**src/rtl/clint_timer_pkg.sv**
```systemverilog
// clint_timer_pkg: CLINT register offsets, reset constants and offset decode helper
package clint_timer_pkg;
  localparam logic [15:0] CLINT_MSIP_OFF        = 16'h0000;
  localparam logic [15:0] CLINT_MTIMECMP_OFF    = 16'h4000;
  localparam logic [15:0] CLINT_MTIMECMP_HI_OFF = 16'h4004;
  localparam logic [15:0] CLINT_MTIME_OFF       = 16'hBFF8;
  localparam logic [15:0] CLINT_MTIME_HI_OFF    = 16'hBFFC;
  localparam logic [63:0] MTIMECMP_RST          = 64'hFFFF_FFFF_FFFF_FFFF;

  function automatic logic hit(input logic [15:0] off, input logic [15:0] base);
    return off[15:2] == base[15:2];
  endfunction
endpackage

```
**src/rtl/clint_prescaler.sv**
```systemverilog
// clint_prescaler: divides clk by TICK_DIV, one-cycle tick on the last count
module clint_prescaler #(
  parameter int unsigned TICK_DIV = 27
) (
  input  logic clk,
  input  logic reset,
  output logic tick
);
  logic [15:0] cnt;
  assign tick = cnt == 16'(TICK_DIV - 1);
  always_ff @(posedge clk or posedge reset)
    if (reset) cnt <= '0;
    else cnt <= tick ? '0 : cnt + 16'd1;
endmodule

```
**src/rtl/clint_timer.sv**
```systemverilog
// clint_timer: CLINT with prescaled 64-bit mtime, mtimecmp and msip.
// CLINT_SNAPSHOT_EN: lo read of mtime latches hi into a shadow for tear-free 64-bit reads.
module clint_timer
  import clint_timer_pkg::*;
#(
  parameter int unsigned TICK_DIV = 27
) (
  input  logic        clk,
  input  logic        reset,
  input  logic [31:0] data_addr,
  input  logic [31:0] data_in,
  input  logic        clint_ren,
  input  logic        clint_wen,
  output logic [31:0] clint_data_out,
  output logic        timer_irq,
  output logic        soft_irq
);
  logic        tick, msip;
  logic [63:0] mtime, mtimecmp, mtime_nxt;
  logic [31:0] rdata, mtime_hi_rd;
  logic [15:0] off;
  logic        sel_msip, sel_cmp_lo, sel_cmp_hi, sel_mt_lo, sel_mt_hi;
  logic        unused_addr;

  clint_prescaler #(.TICK_DIV(TICK_DIV)) u_prescaler (.clk(clk), .reset(reset), .tick(tick));

  assign off         = data_addr[15:0];
  assign unused_addr = ^{data_addr[31:16], data_addr[1:0]};
  assign sel_msip    = hit(off, CLINT_MSIP_OFF);
  assign sel_cmp_lo  = hit(off, CLINT_MTIMECMP_OFF);
  assign sel_cmp_hi  = hit(off, CLINT_MTIMECMP_HI_OFF);
  assign sel_mt_lo   = hit(off, CLINT_MTIME_OFF);
  assign sel_mt_hi   = hit(off, CLINT_MTIME_HI_OFF);
  assign soft_irq    = msip;

  // A write to either half suppresses the tick entirely, so no carry leaks into the other half
  always_comb
    mtime_nxt = (clint_wen && (sel_mt_lo || sel_mt_hi))
              ? {sel_mt_hi ? data_in : mtime[63:32], sel_mt_lo ? data_in : mtime[31:0]}
              : tick ? mtime + 64'd1 : mtime;

  always_comb
    rdata = sel_msip   ? {31'd0, msip}
          : sel_cmp_lo ? mtimecmp[31:0]
          : sel_cmp_hi ? mtimecmp[63:32]
          : sel_mt_lo  ? mtime[31:0]
          : sel_mt_hi  ? mtime_hi_rd
          : '0;

`ifdef CLINT_SNAPSHOT_EN
  logic [31:0] shadow;
  always_ff @(posedge clk or posedge reset)
    if (reset) shadow <= '0;
    else if (clint_wen && sel_mt_hi) shadow <= data_in;
    else if (clint_ren && sel_mt_lo) shadow <= mtime[63:32];
  assign mtime_hi_rd = shadow;
`else
  assign mtime_hi_rd = mtime[63:32];
`endif

  always_ff @(posedge clk or posedge reset)
    if (reset) begin
      mtime          <= '0;
      mtimecmp       <= MTIMECMP_RST;
      msip           <= 1'b0;
      clint_data_out <= '0;
      timer_irq      <= 1'b0;
    end else begin
      mtime     <= mtime_nxt;
      timer_irq <= mtime >= mtimecmp;
      if (clint_wen && sel_cmp_lo) mtimecmp[31:0] <= data_in;
      if (clint_wen && sel_cmp_hi) mtimecmp[63:32] <= data_in;
      if (clint_wen && sel_msip) msip <= data_in[0];
      if (clint_ren) clint_data_out <= rdata;
    end
endmodule

```
**config.mk**
```make
export PLATFORM = sky130hd
export DESIGN_NAME = clint_timer
export DESIGN_NICKNAME = d
export VERILOG_FILES = /design/src/rtl/clint_timer_pkg.sv /design/src/rtl/clint_prescaler.sv /design/src/rtl/clint_timer.sv
export SDC_FILE = /design/constraint.sdc
export NUM_CORES = 1
export LEC_CHECK = 0
export BUFFER_PORTS_ARGS = -buffer_cell sky130_fd_sc_hd__buf_2
export CAP_MARGIN = 20
export CORE_MARGIN = 2
export CORE_UTILIZATION = 65
export CTS_BUF_LIST = sky130_fd_sc_hd__clkbuf_16
export DETAILED_ROUTE_END_ITERATION = 12
export PLACE_DENSITY_LB_ADDON = 0.1
export SLEW_MARGIN = 20
export SYNTH_ARGS = -nofsm -noshare
export SYNTH_HDL_FRONTEND = slang
export SYNTH_HIERARCHICAL = 1
export SYNTH_SLANG_ARGS = --single-unit
```
**constraint.sdc**
```tcl
create_clock -name clk -period 11 [get_ports clk]
set_input_delay 1.65 -clock clk [delete_from_list [all_inputs] [get_ports clk]]
set_output_delay 1.65 -clock clk [all_outputs]
set_load 0.02 [all_outputs]
```
==> out/qor.txt <==
Cells on worst reg2reg path = 10
Starting DRT DRC Count = 1078
YS warnings = 6
DR vias/cell = 6.72
Asr flop ratio synth = 100%
Wire per inst = 21.4 um
Die H = 134 um
IO Count = 102
CP cell instances = buf_2 > nand4b_4 > nor4_4 > buf_4 > nand3_1 > o21ai_2 > buf_4 > a21oi_1 > o2bb2a_1
Largest net degree at the start of global routing = 98
Min Clock Period, post-route = 4480 ps
Netlist Area Pre-Place = 10900 um^2
Fmax = 0.223 GHz
Max-slew violations = 0
Synth Flop Type = dfrtp_1
DRC = 0
Antenna diode count = 0
DRT Pass-1 Iters = 8
Clk Tree Root Cell = clkbuf_16
Antenna-violating nets left = 0
GPL Wtd Cong = 0.911
Maxcap violations = 0
Most frequent cell after synthesis = nand2_1
Worst-Skew Late Latency = 440 ps
Clk_skew = 11.6 ps
Final hold slack = 501 ps
Reg2Reg Capture Point = mtime[38]
Util after Layout = 72.9%
Resized cells post-CTS = 0
Clock buffer depth = 2
Actual slew at the worst max-slew pin = 1090 ps
Total wire length = 31600 um
FF-to-FF Start = u_prescaler/cnt[8]
Post-synth top cells = 119 x nand2_1, 114 x dfrtp_1, 97 x a21oi_1, 95 x nor2_1, 79 x inv_1
Number of distinct library cells after synthesis = 73
CP max stage cell = nand3_1
CTS tree = done
EDFF count, synth = 0
Final setup fails = 0
CP Launch Type = input pin
LEAKAGE = 0.00534 uW
Pre-CTS setup slack = 6120 ps
Total grt overflow = 0
#FFs+latches synth = 178
Synth top area cells = dfrtp_1 26%, dfstp_2 15%, ha_1 7.7%
Floorplan core area = 16500 um^2
Hold depth = 1
Status = completed
Worst-path clk slew = 70 ps
Area fraction of the dominant cell type after synthesis = 26.1%
Setup bufs post-CTS = 0
Tot GR Track Use = 36.1%
Die area = 17900 um^2
CP Launch Point = data_addr[14]
R2r setup slk = 7650 ps
Critical path class = input pin to flop
Vias in the first global route = 9359
Critical path buffer and inverter count = 3
Beginning of the worst hold path = u_prescaler/cnt[0]
Most used cell, CP = buf_4
PwrDens = 113 nW/um^2
Hold_buf cts = 0
Sink Count = 178
CP Capture Type = flop
Share of post-route cells with drive strength above 1 = 20.6%
Htree depth = 4
CP max FO = 36
Global-route wire length before repair = 50200 um
HPWL Detailed = 21400 um
Nets@finish = 1380
Max VDD drop = 129 uV
Final setup TNS = 0 ps
Mean Syn Cell Area = 9.10 um^2
Synthesis-to-finish area growth = 10.2%
Hold Crit Class = flop to flop
Die X = 134 um
Fin crit share = 40.8%
Final hold violations = 0
Worst Hold End = u_prescaler/cnt[0]
WP data arrival = 4810 ps
Post-Syn Nets = 1337
Rows = 47
Cells after synthesis = 1202
Max stage delay on crit path = 720 ps
PortBufs = 83
RSZ-0062 raised after global routing = false
CP required = 11320 ps
Starting Density = 66.2%
CTS buffer count = 17
Setup slack after layout = 6520 ps
Yosys top cell by area = dfrtp_1
Sequential element share of the synthesized area = 41.5%
Slew margin rel. = 26.8%
Initial antenna violation count = 0
Vias post-DR = 9931
Top Family by Delay on Critical Path = simple AND/OR/NAND/NOR gates
==> metal layers <==
| metal | track usage [%] | part of all wire (%) |
|---|---|---|
| met5 | 0 | 0 |
| met4 | 12.2 | 2.8 |
| met3 | 6.47 | 8.0 |
| met2 | 57.9 | 47 |
| met1 | 49.9 | 42 |
==> sequential cells by signal, indices dropped and copies added, names as in the netlist <==
name and flops:
mtimecmp 64, mtime 64, timer_irq 1, soft_irq 1, clint_data_out 32, u_prescaler/cnt 16
==> cell usage in the layout, fill, tap and decap left out, drive strengths merged, types with 6 or more instances in the layout <==
cell | netlist | routed
a311oi | 6 | 6
a31o | 7 | 7
a41oi | 10 | 10
dfstp | 64 | 64
buf | 19 | 96
dfrtp | 114 | 114
nand2 | 119 | 119
a222oi | 13 | 13
nor3 | 21 | 21
a211oi | 8 | 8
a22oi | 23 | 23
nor4 | 16 | 16
nand4 | 31 | 31
a31oi | 31 | 31
nor2 | 95 | 95
inv | 79 | 82
mux2 | 34 | 34
and3 | 26 | 26
o22a | 11 | 11
o21ai | 80 | 80
and4 | 6 | 6
a22o | 27 | 27
o2bb2a | 6 | 6
nand3 | 38 | 38
a21o | 13 | 13
ha | 67 | 67
clkbuf | 53 | 17
a21oi | 97 | 97
xnor2 | 9 | 9
o22ai | 14 | 14
==> cell type report <==
type / instances / area [um^2]
well taps: 220 / 275
repair buffers: 96 / 515
clock inverters: 15 / 168
clock buffers: 17 / 425
multi-input cells: 873 / 5830
flip-flops and latches: 178 / 4530
fillers: 1274 / 4470
inverters: 79 / 302
==> metrics by stage <==
stage / instance area (um^2) / std cells / power (uW)
finish: 12100 / 1478 / 1360
global route: 12100 / 1478 / 1400
CTS: 12000 / 1478 / 1370
detailed placement: 11500 / 1446 / 752
global placement: 11500 / 1446 / 751
floorplan: 10900 / 1202 / 716
==> cells by family (layout without fill, tap and decap cells) <==
kind of cell,count (synthesis),count (layout),share of synthesized area [%]
xor+xnor,14,14,1.12
simple gates,375,375,17.6
flops,178,178,41.5
buf+inv,151,207,5.43
compound gates,380,380,23.0
mux,37,37,3.77
fa+ha+maj,67,67,7.66
==> power breakdown <==
part / total [uW] / switching [uW] / internal [uW]
clock: 620 / 265 / 355
combinational: 71.0 / 52.2 / 18.7
sequential: 669 / 4.79 / 664
==> how the worst max path moves through the flow <==
stage,end,cells past startpoint
after floorplan,clint_data_out[0],1
after global placement,mtimecmp[0],8
after detailed placement,mtimecmp[0],8
after CTS,mtimecmp[0],8
after global routing,mtime[49],8
final,mtime[11],9
Note: power is estimated with default switching activity, not from simulation.
